===== src/rtl/mux_rr_arbiter.sv =====
// mux_rr_arbiter
// Round-robin arbiter that owns the select of an 8:1 one-bit multiplexer
// shared by eight requesting channels. It produces a registered one-hot grant,
// the matching 3-bit mux select and a busy flag.
//
// Optional feature macro: MUX_ARB_TIMEOUT_EN
//   When defined, one requester can hold the mux for at most HOLD_MAX
//   consecutive cycles. It is then forced to re-arbitrate, and a one-cycle
//   timeout pulse is raised. When undefined, a grant lasts until the owner
//   drops its request, hold_cnt does not exist and timeout stays at 0.

module mux_rr_arbiter #(
    parameter int HOLD_MAX = 4
) (
    input  logic       clk,
    input  logic       rst,
    input  logic [7:0] req,
    output logic [7:0] grant,
    output logic [2:0] select,
    output logic       busy,
    output logic       timeout
);

    typedef enum logic {
        IDLE,
        GRANT
    } state_t;

    state_t     state;
    logic [2:0] ptr;

    logic       found;
    logic [2:0] win_idx;
    logic [7:0] win_onehot;
    logic       release_ev;
    logic       revoke;
    logic       take_new;
    logic       go_idle;

    // Reject a hold limit outside 1..256 when the design is elaborated.
    if (HOLD_MAX < 1 || HOLD_MAX > 256) begin : g_hold_range
        $error("mux_rr_arbiter: HOLD_MAX must be in 1..256");
    end

`ifdef MUX_ARB_TIMEOUT_EN
    localparam int CNT_W = (HOLD_MAX > 1) ? $clog2(HOLD_MAX) : 1;

    logic [CNT_W-1:0] hold_cnt;

    // The owner hits the limit when it has held the mux for HOLD_MAX cycles
    // and still requests it.
    assign revoke = (state == GRANT) && req[select]
                    && (hold_cnt == CNT_W'(HOLD_MAX - 1));

    // Count the cycles of the current tenure. Any new grant restarts the count.
    always_ff @(posedge clk or posedge rst) begin
        if (rst) begin
            hold_cnt <= '0;
        end else if (take_new) begin
            hold_cnt <= '0;
        end else if (state == GRANT && !go_idle) begin
            hold_cnt <= hold_cnt + CNT_W'(1);
        end
    end
`else
    assign revoke = 1'b0;
`endif

    // Rotating priority search that starts just after the last owner. The
    // search checks the last owner itself last. ptr always equals select
    // while a grant is held, so one search also serves release and revoke.
    always_comb begin
        found   = 1'b0;
        win_idx = 3'd0;
        for (int k = 1; k <= 8; k++) begin
            if (!found && req[ptr + 3'(k)]) begin
                found   = 1'b1;
                win_idx = ptr + 3'(k);
            end
        end
        win_onehot = 8'h01 << win_idx;
    end

    // Decide what happens at the coming edge. A release takes precedence
    // over the hold limit because revoke requires req[select] = 1.
    always_comb begin
        release_ev = (state == GRANT) && !req[select];
        take_new   = ((state == IDLE) || release_ev || revoke) && found;
        go_idle    = release_ev && !found;
    end

    // Arbiter FSM with all outputs registered. A handover replaces the old
    // grant with the new one at a single edge, so two grant bits are never set.
    always_ff @(posedge clk or posedge rst) begin
        if (rst) begin
            state   <= IDLE;
            grant   <= 8'h00;
            select  <= 3'd0;
            busy    <= 1'b0;
            timeout <= 1'b0;
            ptr     <= 3'd7;
        end else begin
            timeout <= revoke;
            if (take_new) begin
                state  <= GRANT;
                grant  <= win_onehot;
                select <= win_idx;
                busy   <= 1'b1;
                ptr    <= win_idx;
            end else if (go_idle) begin
                state <= IDLE;
                grant <= 8'h00;
                busy  <= 1'b0;
            end
        end
    end

endmodule


===== config.mk =====
export PLATFORM = sky130hd
export DESIGN_NAME = mux_rr_arbiter
export DESIGN_NICKNAME = d
export VERILOG_FILES = /design/src/rtl/mux_rr_arbiter.sv
export SDC_FILE = /design/constraint.sdc
export NUM_CORES = 1
export LEC_CHECK = 0
export CORE_ASPECT_RATIO = 1.1
export CORE_MARGIN = 3
export CORE_UTILIZATION = 58
export CTS_CLUSTER_SIZE = 12
export DETAILED_ROUTE_END_ITERATION = 16
export DONT_BUFFER_PORTS = 1
export PLACE_DENSITY = 0.76
export REMOVE_ABC_BUFFERS = 1
export SYNTH_ARGS = -nofsm -noshare
export SYNTH_HDL_FRONTEND = slang
export SYNTH_SLANG_ARGS = --single-unit

===== constraint.sdc =====
create_clock -name clk -period 3.9 [get_ports clk]
set_input_delay 0.975 -clock clk [delete_from_list [all_inputs] [get_ports clk]]
set_output_delay 0.975 -clock clk [all_outputs]
set_load 0.05 [all_outputs]

Word-level counts from Yosys, hierarchy flattened
Cells that the tools add are included.
{"block": "classes", "n_lt_le_gt_ge": 9, "bitwise": 1, "n_reduce_logical": 21, "shifts": 1, "add_sub_neg": 7, "mux": 38}
{"op": "< comparator 3 x 4 -> 1 bit (second input constant)", "n": 9}
{"op": "binary-select mux 1 bit (select 3 bit)", "n": 9}
{"op": "2-to-1 mux 3 bit", "n": 8}
{"op": "2-to-1 mux 1 bit", "n": 19}
{"op": "2-to-1 mux 8 bit", "n": 2}
{"op": "adder 3 bit (second input constant)", "n": 4}
{"op": "logical AND 1 bit", "n": 10}
{"op": "zero test 1 bit", "n": 9}
{"op": "left shift 1 x 3 -> 8 bit (first input constant)", "n": 1}
{"op": "adder 3 x 2 -> 3 bit (second input constant)", "n": 2}
{"op": "adder 3 x 1 -> 3 bit (second input constant)", "n": 1}
{"op": "nonzero test 2 bit", "n": 1}
{"op": "logical OR 1 bit", "n": 1}
{"op": "inverter 1 bit", "n": 1}
{"block": "word_totals", "elab_cells": 81, "register_bits": 15, "in_bits": 10, "out_inout_bits": 13}

Logic depth before layout (Yosys ltp)
Gate-level depths: netlist of run 1.
{"block": "depth", "ltp_word": 29, "mapped_depth": 13, "ltp_nobuf": 9}

Worst setup path after synthesis of run 1
OpenSTA, ideal clock, no wires.
{"block": "synth_path", "path_kind": "reg-to-reg", "start": "register ptr[1]", "end": "register grant[4]", "period_less_slack_ps": 3982, "setup_time_ps": 110, "stages_incl_launch_ff": 12, "t_arrival_ps": 3872, "t_required_ps": 3790, "n_path_buf": 2, "path_slack_ps": -82, "cell_sequence": "dfstp_2 clkbuf_1 inv_1 ha_1 buf_6 mux2_1 mux4_2 or3_1 o32a_4 or4_4 o31a_4 o41ai_1"}
{"block": "synth_via", "elab_chain_cells": 28, "word_cells_on_any_way": 59, "classes_between": "7 x add/sub; 1 x shift; 33 x mux; 18 x reduce/logical"}
{"item": "start, declared", "line": "30", "text": "logic [2:0] ptr;"}
{"item": "start signal, assigned", "line": "109", "text": "ptr <= win_idx;"}
{"item": "adder 3 x 1 -> 3 bit", "line": "76, 78"}
{"item": "binary-select mux 1 bit (select 3 bit)", "line": "76", "text": "if (!found && req[ptr + 3'(k)]) begin"}
{"item": "2-to-1 mux 1 bit (implied by the code)", "line": "76"}
{"item": "2-to-1 mux 1 bit", "line": "76"}
{"item": "zero test 1 bit", "line": "76"}
{"item": "logical AND 1 bit", "line": "76"}
{"item": "2-to-1 mux 1 bit", "line": "76"}
{"item": "zero test 1 bit", "line": "76"}
{"item": "(+12 left out)"}
{"item": "logical AND 1 bit", "line": "76"}
{"item": "2-to-1 mux 1 bit", "line": "76"}
{"item": "zero test 1 bit", "line": "76"}
{"item": "logical AND 1 bit", "line": "76"}
{"item": "2-to-1 mux 1 bit", "line": "76"}
{"item": "zero test 1 bit", "line": "89", "text": "go_idle = release_ev && !found;"}
{"item": "logical AND 1 bit", "line": "89"}
{"item": "nonzero test 2 bit (no line)"}
{"item": "end signal, assigned", "line": "106", "text": "grant <= win_onehot;"}
{"item": "end, declared", "line": "18", "text": "output logic [7:0] grant,"}
Parallel ways exist; a longest one is shown, timed or not. The select of a mux whose other input is x is not followed.
A chain may end at the register's enable or synchronous reset.

Worst setup path in the final report of run 1
{"block": "layout_path", "start": "register ptr[1]", "end": "register grant[3]"}
The elaborated chain is that of the path after synthesis.

==> flow_summary.toml, run 1 <==
[global_routing]
grt-busiest-layer = "met1"
grt_overflow = 0
grt_use_total = 0.270
met1_usage = 0.423
antenna_found_initial = 0
grt_max_degree = 19
grt_pass1_wl_um = 7640
use_met3 = 0.0599
met2_usage = 0.387
grt_pass1_vias = 1462

[cts]
clk_latency_ns = 0.29
ctsHoldBuffers = 0
cts_buffer_depth = 2
cts-root-buf = "clkbuf_4"
tritoncts = "done"
clkTransAtPathRegs_ns = 0.10
h-tree-depth = 1
cts.sinks = 15
cts_made_buffers = 3

[logic_synthesis]
syn_area_um2 = 1680
ys_async_sr_fraction = 1.00
yosys_warnings = 0
synth_top_area_frac = 0.178
ys.flop_type = "dfrtp_1"
syn_inst = 177
syn_area_per_cell_um2 = 9.51
synth_largest_area_cell = "dfrtp_1"
synthDistinctLibCells = 50
synth-edff-count = 0
ys_seq_area_frac = 0.225
ys_seq_elements = 15
yosys-top-cells-area = "dfrtp_1 18%, mux4_2 17%, mux2i_1 7.7%"

[run_status]
status = "finished, final reports clean"

[placement]
dp_hpwl_um = 3400
place_area_um2 = 1720
gp_congestion = 0.972
port_buffers = 0
numPlacedInstances = 205

[floorplanning]
start_util = 0.638
die-area_um2 = 3590
rows = 19
io_pins = 23
core_area_um2 = 2640
die_h_um = 62.5
fp.dieW_um = 57.4

[sta]
worstMarginPinSlew_ns = 0.849
max_freq_ghz = 0.271
finalClockSkew_ns = 0.0187
rsz0062_at_grt = "false"
fin_crit_sh = 0.946
finalHoldViolCount = 0
hold_ws_ns = 0.603
drv_slew = 0
post-route-min-period_ns = 3.69
relSlewSlack = 0.429
finalSetupViolCount = 0

[finish]
drive_gt1_frac = 0.275
layout_common_cells = "21 x nand2_1, 13 x mux4_2, 13 x mux2i_1, 12 x dfrtp_1, 10 x nor2_1"
fin_nets = 191
utilization = 0.678
diodes = 0
stdcell_count = 209
final_common_cell = "nand2_1"
area_delta_synth_final_pct = 6.24
design_area_um2 = 1790
fillers = 204

[route]
drtPass1Iterations = 5
viasPerCell = 7.50
first_iter_violations = 108
wl_per_cell_um = 22.1
drc = 0
via_count = 1567
ant_nets = 0
routed_wl_um = 4610

[setup_path]
worstSetupPathType = "reg2reg"
ff2ff_setup_slack_ns = 0.21
end_kind = "flip-flop"
cp-start-kind = "flip-flop"
worstPathArrival_ns = 3.82
required_ns = 4.03
path_max_fanout = 9

[hold_path]
hold_class = "in2async"

[flow_run]
cap_violations = 0
==> per-layer routing <==
layer | share of wire | up-vias
li1 | - | 688
met1 | 0.40 | 770
met2 | 0.48 | 109
met3 | 0.12 | 0
met4 | 0 | 0
met5 | 0 | -
==> state kept, by name, indices dropped and copies added, names as in the netlist <==
name	flops
grant	8
ptr	3
select	3
state	1
==> cell families (layout without fill, tap and decap cells) <==
group,after synthesis,after routing,synth area share
adder cells (fa/ha/maj),2,2,0.0149
other,1,1,0.00223
XOR/XNOR,2,2,0.0104
multiplexers,36,36,0.318
AND/OR/NAND/NOR,53,53,0.155
flip-flops,15,15,0.225
buffers and inverters,19,20,0.0505
AO/OA/AOI/OAI,49,49,0.224
==> worst max-delay path: stages, from the launching register on <==
cell and delay, ns:
dfstp_2 0.53, inv_1 0.09, ha_4 0.33, mux2_1 0.36, mux4_2 0.52, or3_1 0.40, o32a_4 0.38, or4_4 0.54
o31ai_1 0.24, o31ai_1 0.16
==> worst paths after layout <==
check                      startpoint  endpoint  cells past startpoint
hold / removal                    rst  grant[6]                      1
min in group clk               ptr[0]    ptr[0]                      3
setup / recovery               ptr[1]  grant[3]                      9
hold reg to reg                ptr[0]    ptr[0]                      3
setup reg to reg               ptr[1]  grant[3]                      9
max in group asynchronous         rst    ptr[1]                      1
==> per-stage QoR <==
stage / TNS (ns) / worst slack, ns
after floorplan: -3.34 / -0.333
after global placement: 0 / 0.234
after detailed placement: 0 / 0.0617
after CTS: 0 / 0.0817
after global routing: 0 / 0.0590
final: 0 / 0.209
==> final cells by class <==
class	count	area, µm²	area share
well taps	31	38.8	0.0217
inverters	9	33.8	0.0189
clock buffers	3	22.5	0.0126
repair buffers	7	52.6	0.0294
clock inverters	1	5.00	0.00280
flip-flops and latches	15	379	0.212
multi-input cells	143	1260	0.703
==> synthesized netlist by cell type, types with 2 or more instances <==
master    instances
mux2_2            9
a221oi_1          4
a21boi_0          3
nand2_1          21
mux2i_1          13
clkbuf_1          5
buf_2             2
o32ai_1           2
nor2b_1           2
nor3_1            3
o21ai_1           2
o22ai_1           3
or2_2             2
mux4_2           13
or3_1             3
o31ai_1           8
o41ai_1           4
dfrtp_1          12
a21oi_1           3
xor2_1            2
o211ai_1          2
ha_1              2
dfstp_2           3
o21ai_0           8
nor2_1           10
a22o_1            2
nand2b_1          2
nand3_1           2
and2_1            3
inv_1             7
==> repair_timing <==
action / CTS / global route
buffers inserted: 0 / 0
gates resized for setup: 0 / 6
setup endpoints to repair: 0 / 5
hold endpoints to repair: 0 / 0
Power of run 1 is not shown: default switching activity piles up to over one toggle a cycle in this logic, so the estimate is an artifact.
==> run 2, diff against run 1 <==
--- a/config.mk
+++ b/config.mk
@@ -7,11 +7,11 @@
 export LEC_CHECK = 0
 export CORE_ASPECT_RATIO = 1.1
 export CORE_MARGIN = 3
-export CORE_UTILIZATION = 58
+export CORE_UTILIZATION = 64
 export CTS_CLUSTER_SIZE = 12
 export DETAILED_ROUTE_END_ITERATION = 16
 export DONT_BUFFER_PORTS = 1
-export PLACE_DENSITY = 0.76
+export PLACE_DENSITY = 0.8
 export REMOVE_ABC_BUFFERS = 1
 export SYNTH_ARGS = -nofsm -noshare
 export SYNTH_HDL_FRONTEND = slang
==> constraint.sdc (replaced) <==
create_clock -name clk -period 4.1 [get_ports clk]
set_input_delay 1.025 -clock clk [delete_from_list [all_inputs] [get_ports clk]]
set_output_delay 1.025 -clock clk [all_outputs]
set_load 0.05 [all_outputs]
==> run 2 against run 1 <==
Effect of this change: clock skew fell by 0.017 ns; register-to-register slack barely moved; count of clock-buffer cells in the layout rose by 1; hold slack improved by 0.068 ns; core utilization rose by 6.2 points; wire length fell by 6.6%; critical path depth did not move; cell count fell by 0.48%; setup slack got worse by 0.0020 ns; critical endpoint is now grant[5]; highest routed layer is now met4.
==> flow_summary.toml, run 2 (synthesis gave the netlist of run 1 again) <==
[route]
routed_wl_um = 4310
drc = 0
viasPerCell = 7.36
drtPass1Iterations = 4
via_count = 1531
ant_nets = 0
wl_per_cell_um = 20.7
first_iter_violations = 87

[setup_path]
end_kind = "flip-flop"
r2r_start = "ptr[1]"
worstSetupPathType = "reg2reg"
required_ns = 4.27
reg2reg_to = "grant[5]"
cp-start-kind = "flip-flop"
worstPathCellList = "inv_1 > ha_1 > mux2_1 > mux4_2 > or3_1 > o32a_4 > or4_4 > o31a_4 > o41ai_1"
crit_path_top_delay_cell = "dfstp_2"
cpLargestDelayFamily = "simple AND/OR/NAND/NOR gates"
ff2ff_setup_slack_ns = 0.21
critPathMaxStageDelay_ns = 0.54
critPathBufInv = 1
path_max_fanout = 10
worstPathArrival_ns = 4.06
worstRegToRegCells = 9

[placement]
port_buffers = 0
gp_congestion = 0.933
dp_hpwl_um = 3310

[floorplanning]
fp.dieW_um = 54.9
io_pins = 23
core_area_um2 = 2360
rows = 18
die-area_um2 = 3280
die_h_um = 59.8
start_util = 0.712

[flow_run]
cap_violations = 0

[finish]
regMostFlops = "grant"
final_common_cell = "nand2_1"
layout_common_cells = "21 x nand2_1, 13 x mux4_2, 13 x mux2i_1, 12 x dfrtp_1, 10 x nor2_1"
fin_nets = 191
largest_reg_flops = 8
area_delta_synth_final_pct = 3.86
fillers = 180
reg_top3 = "grant (8), ptr (3), select (3)"
drive_gt1_frac = 0.242
utilization = 0.740
regArea_um2 = 379
diodes = 0
multi_input_area_um2 = 1220

[global_routing]
grt_pass1_vias = 1473
antenna_found_initial = 0
grt_overflow = 0
grt_use_total = 0.293
grt_pass1_wl_um = 6980
grt_max_degree = 19

[sta]
setup-tns-final_ns = 0
finalHoldViolCount = 0
hold_ws_ns = 0.671
post-route-min-period_ns = 3.89
finalSetupViolCount = 0
drv_slew = 0
worstMarginPinSlew_ns = 0.863
relSlewSlack = 0.420
rsz0062_at_grt = "false"
max_freq_ghz = 0.257
finalClockSkew_ns = 0.00219
fin_crit_sh = 0.949

[cts]
clkTransAtPathRegs_ns = 0.09
cts_resized = 0
postCtsSetupBuffers = 0
clk_latency_ns = 0.28
cts_made_buffers = 3
ctsHoldBuffers = 0
h-tree-depth = 1
cts.sinks = 15
tritoncts = "done"
cts_buffer_depth = 2
cts-root-buf = "clkbuf_4"

[hold_path]
hold_class = "in2async"

[run_status]
status = "finished, final reports clean"
run 2: worst max path at each step:
stage | start | end | slack (ns) | cells past startpoint
6_report | ptr[1] | grant[5] | 0.21 | 9
5_1_grt | ptr[1] | grant[4] | 0.03 | 9
4_1_cts | ptr[1] | grant[5] | 0.23 | 9
3_5_place_dp | ptr[1] | grant[4] | 0.22 | 9
3_3_place_gp | ptr[1] | grant[4] | 0.38 | 9
2_1_floorplan | ptr[0] | grant[4] | -0.13 | 9
run 2: per-layer routing:
layer | GRT usage | vias up | share of wire
met5 | 0 | - | 0
met1 | 0.433 | 726 | 0.41
li1 | - | 688 | -
met4 | 0.0417 | 0 | 0.013
met2 | 0.431 | 106 | 0.47
met3 | 0.0973 | 11 | 0.11
run 2: per-stage QoR:
step                      cells  cell area (µm²)  setup slack [ns]
after floorplan             167             1630            -0.133
after global placement      204             1720             0.378
after detailed placement    204             1720             0.222
after CTS                   208             1750             0.228
after global routing        208             1750            0.0296
final                       208             1750             0.207
run 2: final cells by class:
type | instances | area share
Multi-Input combinational cell | 143 | 0.697
Inverter | 9 | 0.0193
Timing Repair Buffer | 7 | 0.0300
Clock buffer | 4 | 0.0150
Tap cell | 30 | 0.0215
Sequential cell | 15 | 0.217
run 2: worst reg2reg max path: stages, from the launching register on:
cell     delay (ns)
dfstp_2        0.54
inv_1          0.07
ha_1           0.50
mux2_1         0.39
mux4_2         0.52
or3_1          0.39
o32a_4         0.37
or4_4          0.54
o31a_4         0.14
o41ai_1        0.33
Power of run 2 is left out for the same reason.
==> run 3, diff against run 2 <==
--- a/config.mk
+++ b/config.mk
@@ -7,11 +7,10 @@
 export LEC_CHECK = 0
 export CORE_ASPECT_RATIO = 1.1
 export CORE_MARGIN = 3
-export CORE_UTILIZATION = 64
+export CORE_UTILIZATION = 30
 export CTS_CLUSTER_SIZE = 12
 export DETAILED_ROUTE_END_ITERATION = 16
 export DONT_BUFFER_PORTS = 1
-export PLACE_DENSITY = 0.8
 export REMOVE_ABC_BUFFERS = 1
 export SYNTH_ARGS = -nofsm -noshare
 export SYNTH_HDL_FRONTEND = slang
==> constraint.sdc (replaced) <==
create_clock -name clk -period 3.48 [get_ports clk]
set_input_delay 0.87 -clock clk [delete_from_list [all_inputs] [get_ports clk]]
set_output_delay 0.87 -clock clk [all_outputs]
set_load 0.05 [all_outputs]
==> run 3 against run 2 <==
Effect of this change: design area grew 20%; global-route usage is 16 points lower; cell count increased by 28%; maximum frequency grew 13%; via count rose by 1.2%; highest routed layer unchanged.
==> flow_summary.toml, run 3 (synthesis gave the netlist of run 1 again) <==
[global_routing]
grt_use_total = 0.137
grt_pass1_vias = 1497
grt_pass1_wl_um = 7440
antenna_found_initial = 0
grt_overflow = 0
grt_max_degree = 19

[sta]
max_freq_ghz = 0.291
worstMarginPinSlew_ns = 0.599
relSlewSlack = 0.598
finalClockSkew_ns = 0.00354
fin_crit_sh = 0.989
rsz0062_at_grt = "true"
post-route-min-period_ns = 3.44
finalHoldViolCount = 0
drv_slew = 0
finalSetupViolCount = 0
timing.final.ws_setup_ns = 0.0389

[flow_run]
cap_violations = 0

[finish]
drive_gt1_frac = 0.392
final_common_cell = "buf_4"
fin_nets = 207
reg_top3 = "grant (8), ptr (3), select (3)"
utilization = 0.403
regMostFlops = "grant"
stdcell_count = 266
layout_common_cells = "22 x buf_4, 21 x nand2_1, 13 x mux4_2, 13 x mux2i_1, 12 x dfrtp_1"
diodes = 0
area_delta_synth_final_pct = 24.4
largest_reg_flops = 8

[setup_path]
cp-start-kind = "flip-flop"
crit_path_top_delay_cell = "dfstp_2"
cpLargestDelayFamily = "simple AND/OR/NAND/NOR gates"
critPathBufInv = 1
end_kind = "flip-flop"
path_max_fanout = 6
worstPathArrival_ns = 3.59
worstPathCellList = "inv_2 > ha_4 > mux2_4 > mux4_2 > or3_4 > o32a_4 > or4_4 > o31a_4 > o41ai_4"
worstSetupPathType = "reg2reg"
required_ns = 3.63
critPathMaxStageDelay_ns = 0.54

[placement]
dp_hpwl_um = 3350
port_buffers = 0
pre_cts_slack_ns = -0.198
gp_congestion = 0.843
numPlacedInstances = 260

[route]
ant_nets = 0
via_count = 1550
wl_per_cell_um = 16.6
drtPass1Iterations = 4
drc = 0
viasPerCell = 5.83
routed_wl_um = 4430
first_iter_violations = 91

[floorplanning]
io_pins = 23
start_util = 0.324
rows = 27
die_h_um = 84.6
fp.dieW_um = 77.4
core_area_um2 = 5200
die-area_um2 = 6550

[cts]
cts-root-buf = "clkbuf_8"
ctsHoldBuffers = 0
clkTransAtPathRegs_ns = 0.06
h-tree-depth = 1
clk_latency_ns = 0.25
cts_made_buffers = 3
cts_buffer_depth = 2
tritoncts = "done"
cts.sinks = 15

[run_status]
status = "finished, final reports clean"

[hold_path]
hold_class = "in2async"
==> run 3: cell count changes in the layout (fill, tap and decap cells not counted), moves of 3 or more <==
| cell | before | now |
|---|---|---|
| buf_4 | 7 | 22 |
| mux2_4 | 0 | 4 |
| o41ai_1 | 4 | 0 |
| clkbuf_4 | 3 | 0 |
| clkbuf_8 | 0 | 3 |
| mux2_2 | 9 | 6 |
| o31ai_1 | 8 | 5 |
==> run 3: final cells by class <==
| type | instances | area, µm² |
|---|---|---|
| fillers | 519 | 3110 |
| multi-input cells | 143 | 1360 |
| flip-flops and latches | 15 | 379 |
| repair buffers | 23 | 185 |
| well taps | 72 | 90.1 |
| clock buffers | 4 | 45.0 |
| inverters | 9 | 33.8 |
==> run 3: worst paths after layout <==
check                      startpoint        end  slack, ns  depth (start not counted)
setup / recovery               ptr[0]   grant[5]       0.04                          9
hold / removal                    rst   grant[7]       0.56                          1
setup reg to reg               ptr[0]   grant[5]       0.04                          9
hold reg to reg             select[0]  select[0]       0.69                          3
max in group asynchronous         rst     ptr[2]       2.54                          1
min in group clk            select[0]  select[0]       0.69                          3
==> run 3: metal layers <==
metal,GRT usage,wire length [µm]
met3,0.0365,251
met5,0,0
met4,0.0227,61
met1,0.191,2040
met2,0.214,2080
==> run 3: timing repair <==
item / CTS / global route
gates resized for setup: 10 / 15
setup endpoints to repair: 12 / 13
setup buffers: 0 / 2
pin swaps: 5 / 8
==> run 3: stage by stage <==
stage          TNS, ns  hold WS, ns  instance area, µm²
2_1_floorplan    -9.36        0.575                1630
3_3_place_gp    -0.549        0.684                1890
3_5_place_dp     -1.22        0.687                1890
4_1_cts        -0.0411        0.584                1990
5_1_grt         -0.159        0.602                2100
6_report             0        0.565                2100
Power of run 3 is left out for the same reason.
